### config.mk
export PLATFORM = sky130hd
export DESIGN_NAME = rs_age_issue_flat
export DESIGN_NICKNAME = d
export VERILOG_FILES = /design/src/rtl/rs_pkg.sv /design/src/rtl/rs_age_issue_if.sv /design/src/rtl/rs_age_matrix.sv /design/src/rtl/rs_age_issue.sv /design/src/flat_wrapper.sv
export SDC_FILE = /design/constraint.sdc
export NUM_CORES = 2
export LEC_CHECK = 0
export BUFFER_PORTS_ARGS = -buffer_cell sky130_fd_sc_hd__buf_4
export CORE_MARGIN = 2
export CORE_UTILIZATION = 30
export DETAILED_ROUTE_END_ITERATION = 12
export PLACE_DENSITY = 0.46
export SKIP_CTS_REPAIR_TIMING = 1
export SYNTH_ARGS = -nofsm -noshare
export SYNTH_HDL_FRONTEND = slang
export SYNTH_SLANG_ARGS = --single-unit
### constraint.sdc
create_clock -name clk_in -period 9.3 [get_ports clk_in]
set_input_delay 0.93 -clock clk_in [delete_from_list [all_inputs] [get_ports clk_in]]
set_output_delay 0.93 -clock clk_in [all_outputs]
set_load 0.02 [all_outputs]
### src/rtl/rs_pkg.sv
// Opcode map and tag helpers shared by the age-ordered reservation station.
package rs_pkg;

    typedef logic [6:0] opcode_t;

    localparam opcode_t OP_JALR  = 7'd4;
    localparam opcode_t OP_BEQ   = 7'd5;
    localparam opcode_t OP_BNE   = 7'd6;
    localparam opcode_t OP_BLT   = 7'd7;
    localparam opcode_t OP_BGE   = 7'd8;
    localparam opcode_t OP_BLTU  = 7'd9;
    localparam opcode_t OP_BGEU  = 7'd10;
    localparam opcode_t OP_ADDI  = 7'd19;
    localparam opcode_t OP_SLTI  = 7'd20;
    localparam opcode_t OP_SLTIU = 7'd21;
    localparam opcode_t OP_XORI  = 7'd22;
    localparam opcode_t OP_ORI   = 7'd23;
    localparam opcode_t OP_ANDI  = 7'd24;
    localparam opcode_t OP_SLLI  = 7'd25;
    localparam opcode_t OP_SRLI  = 7'd26;
    localparam opcode_t OP_SRAI  = 7'd27;
    localparam opcode_t OP_ADD   = 7'd28;
    localparam opcode_t OP_SUB   = 7'd29;
    localparam opcode_t OP_SLL   = 7'd30;
    localparam opcode_t OP_SLT   = 7'd31;
    localparam opcode_t OP_SLTU  = 7'd32;
    localparam opcode_t OP_XOR   = 7'd33;
    localparam opcode_t OP_SRL   = 7'd34;
    localparam opcode_t OP_SRA   = 7'd35;
    localparam opcode_t OP_OR    = 7'd36;
    localparam opcode_t OP_AND   = 7'd37;

    // Tag value meaning "operand already available".
    function automatic logic [31:0] non_dep(input int rob_w);
        return 32'd1 << rob_w;
    endfunction

endpackage

### src/rtl/rs_age_issue_if.sv
// Dispatch, CDB and result handshake bundle of the reservation station.
interface rs_age_issue_if
    import rs_pkg::*;
#(
    parameter int RoB_WIDTH = 4,
    parameter int NUM_CDB   = 2,
    parameter int XLEN      = 32
);
    logic                          new_entry_en;
    logic [RoB_WIDTH-1:0]          new_entry_robEntry;
    opcode_t                       new_entry_opcode;
    logic [XLEN-1:0]               new_entry_Vj;
    logic [XLEN-1:0]               new_entry_Vk;
    logic [RoB_WIDTH:0]            new_entry_Qj;
    logic [RoB_WIDTH:0]            new_entry_Qk;
    logic [XLEN-1:0]               new_entry_imm;
    logic [NUM_CDB-1:0]            cdb_valid;
    logic [NUM_CDB*RoB_WIDTH-1:0]  cdb_index;
    logic [NUM_CDB*XLEN-1:0]       cdb_data;
    logic                          out_valid;
    logic                          out_ready;
    logic [RoB_WIDTH-1:0]          out_rob_index;
    logic [XLEN-1:0]               out_data;

    modport master (
        output new_entry_en, new_entry_robEntry, new_entry_opcode,
        output new_entry_Vj, new_entry_Vk, new_entry_Qj, new_entry_Qk,
        output new_entry_imm, cdb_valid, cdb_index, cdb_data, out_ready,
        input  out_valid, out_rob_index, out_data
    );

    modport slave (
        input  new_entry_en, new_entry_robEntry, new_entry_opcode,
        input  new_entry_Vj, new_entry_Vk, new_entry_Qj, new_entry_Qk,
        input  new_entry_imm, cdb_valid, cdb_index, cdb_data, out_ready,
        output out_valid, out_rob_index, out_data
    );
endinterface

### src/rtl/rs_age_matrix.sv
// Older-than matrix: older[i][j] set means slot i was dispatched before slot j.
module rs_age_matrix #(
    parameter int N = 8
) (
    input  logic         clk_in,
    input  logic         rst_in,
    input  logic         rdy_in,
    input  logic         flush,
    input  logic [N-1:0] busy,
    input  logic [N-1:0] alloc,
    input  logic [N-1:0] free,
    input  logic [N-1:0] ready,
    output logic [N-1:0] grant
);
    logic [N-1:0] older [N];
    logic [N-1:0] blocked;

    always_ff @(posedge clk_in) begin
        if (rst_in || (rdy_in && flush)) begin
            for (int i = 0; i < N; i++) older[i] <= '0;
        end else if (rdy_in) begin
            for (int i = 0; i < N; i++) begin
                for (int j = 0; j < N; j++) begin
                    if (free[i] || free[j])
                        older[i][j] <= 1'b0;
                    else if (alloc[j])
                        older[i][j] <= busy[i];
                    else if (alloc[i])
                        older[i][j] <= 1'b0;
                end
            end
        end
    end

    // A ready slot is blocked when any other ready slot is older.
    always_comb begin
        blocked = '0;
        for (int i = 0; i < N; i++) begin
            for (int j = 0; j < N; j++) begin
                if (ready[j] && older[j][i]) blocked[i] = 1'b1;
            end
        end
        grant = ready & ~blocked;
    end
endmodule

### src/rtl/rs_age_issue.sv
// Integer reservation station with CDB wakeup and oldest-first issue.
module rs_age_issue
    import rs_pkg::*;
#(
    parameter int RS_WIDTH  = 3,
    parameter int RoB_WIDTH = 4,
    parameter int NUM_CDB   = 2,
    parameter int XLEN      = 32
) (
    input  logic              clk_in,
    input  logic              rst_in,
    input  logic              rdy_in,
    input  logic              flush_signal,
    rs_age_issue_if.slave     bus,
    output logic [RS_WIDTH:0] free_count,
    output logic              isFull,
    output logic              isEmpty
);
    localparam int RS_SIZE = 1 << RS_WIDTH;
    localparam int QW = RoB_WIDTH + 1;
    localparam int FW = RS_WIDTH + 1;
    localparam logic [QW-1:0] NDEP = QW'(non_dep(RoB_WIDTH));

    logic [RS_SIZE-1:0]   busy;
    logic [RoB_WIDTH-1:0] rob [RS_SIZE];
    opcode_t              op  [RS_SIZE];
    logic [XLEN-1:0]      vj  [RS_SIZE];
    logic [XLEN-1:0]      vk  [RS_SIZE];
    logic [XLEN-1:0]      imm [RS_SIZE];
    logic [QW-1:0]        qj  [RS_SIZE];
    logic [QW-1:0]        qk  [RS_SIZE];

    logic [XLEN-1:0]      wvj [RS_SIZE];
    logic [XLEN-1:0]      wvk [RS_SIZE];
    logic [QW-1:0]        wqj [RS_SIZE];
    logic [QW-1:0]        wqk [RS_SIZE];
    logic [XLEN-1:0]      nvj, nvk;
    logic [QW-1:0]        nqj, nqk;

    logic [QW-1:0]        ctag [NUM_CDB];
    logic [XLEN-1:0]      cval [NUM_CDB];

    logic [RS_SIZE-1:0]   ready, grant, alloc, free_v;
    logic [RS_WIDTH-1:0]  slot, sel;
    logic                 accept, issue;
    logic [XLEN-1:0]      result;

    logic                 out_valid_q;
    logic [RoB_WIDTH-1:0] out_rob_q;
    logic [XLEN-1:0]      out_data_q;

    function automatic logic [XLEN-1:0] alu(
        input opcode_t o,
        input logic [XLEN-1:0] a, b, im
    );
        logic [XLEN-1:0] r;
        r = '0;
        case (o)
            OP_JALR:  r = (a + im) & ~XLEN'(1);
            OP_BEQ:   r = XLEN'(a == b);
            OP_BNE:   r = XLEN'(a != b);
            OP_BLT:   r = XLEN'($signed(a) < $signed(b));
            OP_BGE:   r = XLEN'($signed(a) >= $signed(b));
            OP_BLTU:  r = XLEN'(a < b);
            OP_BGEU:  r = XLEN'(a >= b);
            OP_ADDI:  r = a + im;
            OP_SLTI:  r = XLEN'($signed(a) < $signed(im));
            OP_SLTIU: r = XLEN'(a < im);
            OP_XORI:  r = a ^ im;
            OP_ORI:   r = a | im;
            OP_ANDI:  r = a & im;
            OP_SLLI:  r = a << im[4:0];
            OP_SRLI:  r = a >> im[4:0];
            OP_SRAI:  r = $signed(a) >>> im[4:0];
            OP_ADD:   r = a + b;
            OP_SUB:   r = a - b;
            OP_SLL:   r = a << b[4:0];
            OP_SLT:   r = XLEN'($signed(a) < $signed(b));
            OP_SLTU:  r = XLEN'(a < b);
            OP_XOR:   r = a ^ b;
            OP_SRL:   r = a >> b[4:0];
            OP_SRA:   r = $signed(a) >>> b[4:0];
            OP_OR:    r = a | b;
            OP_AND:   r = a & b;
            default:  r = '0;
        endcase
        return r;
    endfunction

    for (genvar k = 0; k < NUM_CDB; k++) begin : g_cdb
        assign ctag[k] = {1'b0, bus.cdb_index[k*RoB_WIDTH +: RoB_WIDTH]};
        assign cval[k] = bus.cdb_data[k*XLEN +: XLEN];
    end

    // Descending scan so the lowest matching port is the last writer.
    always_comb begin
        nqj = bus.new_entry_Qj;
        nvj = bus.new_entry_Vj;
        nqk = bus.new_entry_Qk;
        nvk = bus.new_entry_Vk;
        for (int i = 0; i < RS_SIZE; i++) begin
            wqj[i] = qj[i];
            wvj[i] = vj[i];
            wqk[i] = qk[i];
            wvk[i] = vk[i];
        end
        for (int k = NUM_CDB - 1; k >= 0; k--) begin
            if (bus.cdb_valid[k]) begin
                if (bus.new_entry_Qj == ctag[k]) begin
                    nqj = NDEP;
                    nvj = cval[k];
                end
                if (bus.new_entry_Qk == ctag[k]) begin
                    nqk = NDEP;
                    nvk = cval[k];
                end
                for (int i = 0; i < RS_SIZE; i++) begin
                    if (qj[i] == ctag[k]) begin
                        wqj[i] = NDEP;
                        wvj[i] = cval[k];
                    end
                    if (qk[i] == ctag[k]) begin
                        wqk[i] = NDEP;
                        wvk[i] = cval[k];
                    end
                end
            end
        end
    end

    always_comb begin
        slot = '0;
        for (int i = RS_SIZE - 1; i >= 0; i--) begin
            if (!busy[i]) slot = RS_WIDTH'(i);
        end
        accept = bus.new_entry_en && (free_count != '0);
        alloc = '0;
        if (accept) alloc[slot] = 1'b1;
    end

    always_comb begin
        for (int i = 0; i < RS_SIZE; i++) begin
            ready[i] = busy[i] && (qj[i] == NDEP) && (qk[i] == NDEP);
        end
    end

    rs_age_matrix #(.N(RS_SIZE)) u_age (
        .clk_in (clk_in),
        .rst_in (rst_in),
        .rdy_in (rdy_in),
        .flush  (flush_signal),
        .busy   (busy),
        .alloc  (alloc),
        .free   (free_v),
        .ready  (ready),
        .grant  (grant)
    );

    always_comb begin
        sel = '0;
        for (int i = 0; i < RS_SIZE; i++) begin
            if (grant[i]) sel = RS_WIDTH'(i);
        end
        issue  = (!out_valid_q || bus.out_ready) && (|ready);
        free_v = issue ? grant : '0;
    end

    assign result = alu(op[sel], vj[sel], vk[sel], imm[sel]);

    always_ff @(posedge clk_in) begin
        if (rst_in || (rdy_in && flush_signal)) begin
            busy        <= '0;
            free_count  <= FW'(RS_SIZE);
            out_valid_q <= 1'b0;
            out_rob_q   <= '0;
            out_data_q  <= '0;
            for (int i = 0; i < RS_SIZE; i++) begin
                qj[i] <= NDEP;
                qk[i] <= NDEP;
            end
        end else if (rdy_in) begin
            busy <= (busy & ~free_v) | alloc;
            for (int i = 0; i < RS_SIZE; i++) begin
                if (alloc[i]) begin
                    rob[i] <= bus.new_entry_robEntry;
                    op[i]  <= bus.new_entry_opcode;
                    imm[i] <= bus.new_entry_imm;
                    vj[i]  <= nvj;
                    vk[i]  <= nvk;
                    qj[i]  <= nqj;
                    qk[i]  <= nqk;
                end else begin
                    vj[i] <= wvj[i];
                    vk[i] <= wvk[i];
                    qj[i] <= wqj[i];
                    qk[i] <= wqk[i];
                end
            end
            if (issue) begin
                out_valid_q <= 1'b1;
                out_rob_q   <= rob[sel];
                out_data_q  <= result;
            end else if (bus.out_ready) begin
                out_valid_q <= 1'b0;
            end
            free_count <= free_count + FW'(issue) - FW'(accept);
        end
    end

    assign bus.out_valid     = out_valid_q;
    assign bus.out_rob_index = out_rob_q;
    assign bus.out_data      = out_data_q;
    assign isFull  = (free_count == '0);
    assign isEmpty = (free_count == FW'(RS_SIZE));
endmodule
### src/flat_wrapper.sv
// flat-port wrapper written by rule: the top's interface ports become plain ports
module rs_age_issue_flat import rs_pkg::*;
#(
    parameter int RS_WIDTH  = 3,
    parameter int RoB_WIDTH = 4,
    parameter int NUM_CDB   = 2,
    parameter int XLEN      = 32
)
  (clk_in, rst_in, rdy_in, flush_signal, free_count, isFull, isEmpty, bus_new_entry_en, bus_new_entry_robEntry, bus_new_entry_opcode, bus_new_entry_Vj, bus_new_entry_Vk, bus_new_entry_Qj, bus_new_entry_Qk, bus_new_entry_imm, bus_cdb_valid, bus_cdb_index, bus_cdb_data, bus_out_ready, bus_out_valid, bus_out_rob_index, bus_out_data);
  rs_age_issue_if #(.RoB_WIDTH(RoB_WIDTH), .NUM_CDB(NUM_CDB), .XLEN(XLEN)) bus_i ();
  input  logic clk_in;
  input  logic rst_in;
  input  logic rdy_in;
  input  logic flush_signal;
  output logic [RS_WIDTH:0] free_count;
  output logic isFull;
  output logic isEmpty;
  input wire logic [$bits(bus_i.new_entry_en)-1:0] bus_new_entry_en;
  input wire logic [$bits(bus_i.new_entry_robEntry)-1:0] bus_new_entry_robEntry;
  input wire logic [$bits(bus_i.new_entry_opcode)-1:0] bus_new_entry_opcode;
  input wire logic [$bits(bus_i.new_entry_Vj)-1:0] bus_new_entry_Vj;
  input wire logic [$bits(bus_i.new_entry_Vk)-1:0] bus_new_entry_Vk;
  input wire logic [$bits(bus_i.new_entry_Qj)-1:0] bus_new_entry_Qj;
  input wire logic [$bits(bus_i.new_entry_Qk)-1:0] bus_new_entry_Qk;
  input wire logic [$bits(bus_i.new_entry_imm)-1:0] bus_new_entry_imm;
  input wire logic [$bits(bus_i.cdb_valid)-1:0] bus_cdb_valid;
  input wire logic [$bits(bus_i.cdb_index)-1:0] bus_cdb_index;
  input wire logic [$bits(bus_i.cdb_data)-1:0] bus_cdb_data;
  input wire logic [$bits(bus_i.out_ready)-1:0] bus_out_ready;
  output wire logic [$bits(bus_i.out_valid)-1:0] bus_out_valid;
  output wire logic [$bits(bus_i.out_rob_index)-1:0] bus_out_rob_index;
  output wire logic [$bits(bus_i.out_data)-1:0] bus_out_data;
  assign bus_i.new_entry_en = bus_new_entry_en;
  assign bus_i.new_entry_robEntry = bus_new_entry_robEntry;
  assign bus_i.new_entry_opcode = bus_new_entry_opcode;
  assign bus_i.new_entry_Vj = bus_new_entry_Vj;
  assign bus_i.new_entry_Vk = bus_new_entry_Vk;
  assign bus_i.new_entry_Qj = bus_new_entry_Qj;
  assign bus_i.new_entry_Qk = bus_new_entry_Qk;
  assign bus_i.new_entry_imm = bus_new_entry_imm;
  assign bus_i.cdb_valid = bus_cdb_valid;
  assign bus_i.cdb_index = bus_cdb_index;
  assign bus_i.cdb_data = bus_cdb_data;
  assign bus_i.out_ready = bus_out_ready;
  assign bus_out_valid = bus_i.out_valid;
  assign bus_out_rob_index = bus_i.out_rob_index;
  assign bus_out_data = bus_i.out_data;
  rs_age_issue #(.RS_WIDTH(RS_WIDTH), .RoB_WIDTH(RoB_WIDTH), .NUM_CDB(NUM_CDB), .XLEN(XLEN)) u_core (.clk_in(clk_in), .rst_in(rst_in), .rdy_in(rdy_in), .flush_signal(flush_signal), .bus(bus_i), .free_count(free_count), .isFull(isFull), .isEmpty(isEmpty));
endmodule
==> run summary <==
Worst-path clk slew - 0.07 ns
Post-synthesis mux area share - 11.7%
GPL Wtd Cong - 1.05
Final period util - 95.7%
Simple-gate share of the synthesized area - 18.7%
Crit path DAT - 9.61 ns
# IOs - 240
Most used cell, CP - buf_4
Worst Path Buf+Inv - 6
Startpoint types - register
Vias per cell - 6.13
RSZ-0062 raised after global routing - false
DP Worst Slack - 0.374 ns
Critical path's slowest cell - and2_4
Drt pass-1 iters - 9
Overflow after GRT - 0
Post-synthesis adder-cell area fraction - 2.20%
Critical path peak fanout - 42
Fillers - 27.0k
Core Region - 0.260 mm²
WHS Endpoint - u_core.imm[3][18]
Synth area leader - edfxtp_1
Synth Flop Type - edfxtp_1
Clock sink count - 1049
Layout cell share with drive strength beyond 1 - 12.2%
# Max-Cap Violations - 0
Final Max Tran Viols - 0
Clock Tree Root - clkbuf_16
Num rows - 187
Final hold viol count - 0
Area Overhead vs Synth - 14.3%
HPWL after DPL - 294000 µm
DR iter-0 viols - 11.9k
Hold/Removal Path Class - in -> reg
Tmin final - 8.90 ns
RR Startpoint - u_core.qj[1][6]
Worst Path Required - 10.01 ns
Least-Margin Pin Slew - 1.44 ns
Routed len/inst - 33.7 µm
Yosys top cell area share - 38.2%
Total power per unit cell area - 137 mW/mm²
Number of CTS-inserted buffers - 133
Post-synthesis sequential area ratio - 39.5%
Die X - 516 µm
Synthesized netlist cell count - 9051
RR Endpoint - u_core.bus.out_data[0]
Compound-cell area share of the yosys netlist - 20.5%
Final nets - 9370
Crit. End Element - register
Reg2Reg Setup Slack - 0.40 ns
Largest family of logic cells by synthesized area - compound AO/OA/AOI/OAI gates
Most frequent cells in the layout - 1551 x nand2_1, 1000 x edfxtp_1, 857 x o21ai_0, 841 x mux2i_1, 691 x buf_4
Total power draw - 0.0123 W
Max VDD drop - 0.187 mV
Ys Warns - 0
Register bit count reported by yosys - 1049
Outcome - finished clean
Largest net degree at the start of global routing - 83
Worst Hold Depth - 1
WS Path Type - reg -> reg
PnR worst setup slack - 0.398 ns
Post-synth cell types - 125
# setup viols final - 0
Fmax - 112 MHz
CP delay by family, top - simple AND/OR/NAND/NOR gates
# DRC - 0
Setup TNS - 0 ns
Relative slew slack - 4.24%
Antenna Nets Post-Route - 0
First-pass GRT wire length - 586000 µm
Commonest non-fill, non-tap cell in the layout - nand2_1
Starting Density - 30.2%
Worst hold start - bus_new_entry_imm[18]
H-tree levels - 4
Synth area leaders - edfxtp_1 38%, mux2i_1 11%, nand2_1 7.5%, o21ai_0 5.5%, nand3_1 3.7%
Die Height - 516 µm
Post-synth EDFFs - 1000
Ys async rst share - 0%
Max stage delay on crit path - 0.65 ns
DR vias - 77.5k
Worst R2R Path Depth - 32
Static Leakage - 32.4 nW
PortBufs - 239
CTS tree - built
Clk Latency, worst-skew pair - 0.83 ns
Bufs on Longest Clock Path - 3
Vias in the first global route - 71.2k
Xor/xnor share of the synthesized area - 1.79%
Initial antenna violation count - 33
Total Routed Length - 427000 µm
Die ar. - 0.266 mm²
Mean Syn Cell Area - 8.68 µm²
Clock Skew - 0.0356 ns
Cell area after synthesis - 0.0786 mm²
GRT Total Usage - 30.9%
## per-layer routing
layer | GRT usage, % | vias to the layer above | wire length (µm)
met3 | 7.28 | 928 | 46100
met5 | 0 | - | 126
met4 | 15.0 | 20 | 23600
met2 | 45.8 | 5027 | 181000
li1 | - | 33600 | -
met1 | 42.1 | 38000 | 176000
## cell families (layout without fill, tap and decap cells)
group,Yosys count,after routing
AND/OR/NAND/NOR,3263,3263
AO/OA/AOI/OAI,2472,2472
buffers and inverters,1065,1148
flip-flops,1049,1049
multiplexers,904,904
XOR/XNOR,161,161
adder cells (fa/ha/maj),136,136
other,1,17
## Yosys cell counts (39+ instances only)
| library cell | count |
|---|---|
| a32oi_1 | 66 |
| o22ai_1 | 58 |
| nand2_1 | 1568 |
| buf_2 | 138 |
| nand4_1 | 39 |
| a31oi_1 | 82 |
| a211o_1 | 78 |
| and3_1 | 91 |
| mux2_2 | 53 |
| xor2_1 | 91 |
| nor3_1 | 119 |
| mux2i_1 | 844 |
| o21ai_0 | 858 |
| a211oi_1 | 124 |
| inv_1 | 180 |
| dfxtp_1 | 49 |
| nor2_1 | 542 |
| a221oi_1 | 45 |
| nand3_1 | 581 |
| xnor2_1 | 70 |
| a21oi_1 | 373 |
| edfxtp_1 | 1000 |
| a22oi_1 | 49 |
| ha_1 | 132 |
| nor4_1 | 91 |
| o211ai_1 | 332 |
| buf_1 | 97 |
| clkbuf_1 | 574 |
## stage by stage
stage | hold WS (ns) | area [µm²] | utilization [%] | cells
CTS | 0.288 | 89800 | 34.5 | 12600
floorplan | 0.465 | 78600 | - | 9057
global placement | 0.492 | 85500 | 32.9 | 12400
finish | 0.343 | 89800 | 34.5 | 12600
detailed placement | 0.494 | 85500 | 32.9 | 12400
global route | 0.317 | 89800 | 34.5 | 12600
## final cells by class
cell class | count | area [µm²] | share of cell area (%)
multi-input cells | 6943 | 43700 | 48.7
flip-flops and latches | 1049 | 31000 | 34.5
well taps | 3496 | 4370 | 4.87
clock buffers | 182 | 3610 | 4.02
inverters | 193 | 756 | 0.841
diodes | 10 | 25.0 | 0.0279
repair buffers | 717 | 5700 | 6.34
clock inverters | 56 | 621 | 0.691
## worst max-delay path by stage
stage	from	to	slack [ns]	cells past startpoint
2_1_floorplan	u_core.qj[1][6]	u_core.bus.out_data[30]	1.50	35
3_3_place_gp	u_core.qj[0][0]	u_core.bus.out_data[0]	0.48	30
3_5_place_dp	u_core.qj[0][0]	u_core.bus.out_data[0]	0.37	30
4_1_cts	u_core.qj[0][0]	u_core.bus.out_data[0]	0.36	30
5_1_grt	u_core.qj[1][2]	u_core.bus.out_data[0]	0.06	30
6_report	u_core.qj[1][6]	u_core.bus.out_data[0]	0.40	32
## worst reg2reg max path, delay by kind of cell, from the launching register on
kind | cells | cell delay [ns]
compound gates | 13 | 2.85
fa+ha+maj | 1 | 0.32
buf+inv | 6 | 1.92
flops | 1 | 0.45
simple gates | 12 | 3.26
## state kept, by name, indices dropped and copies added (netlist names), 8 cells and up
signal	flops
u_core.vj	256
u_core.qk	40
u_core.op	56
u_core.imm	256
u_core.rob	32
u_core.bus.out_data	32
u_core.busy	8
u_core.vk	256
u_core.u_age.older	64
u_core.qj	40
## power by group
group          switching, W  internal [W]  total, W
Combinational       0.00114      0.000491   0.00163
Clock               0.00230       0.00295   0.00525
Sequential         0.000101       0.00534   0.00544
Total               0.00354       0.00878    0.0123
Power figures use the tool's default switching activity.
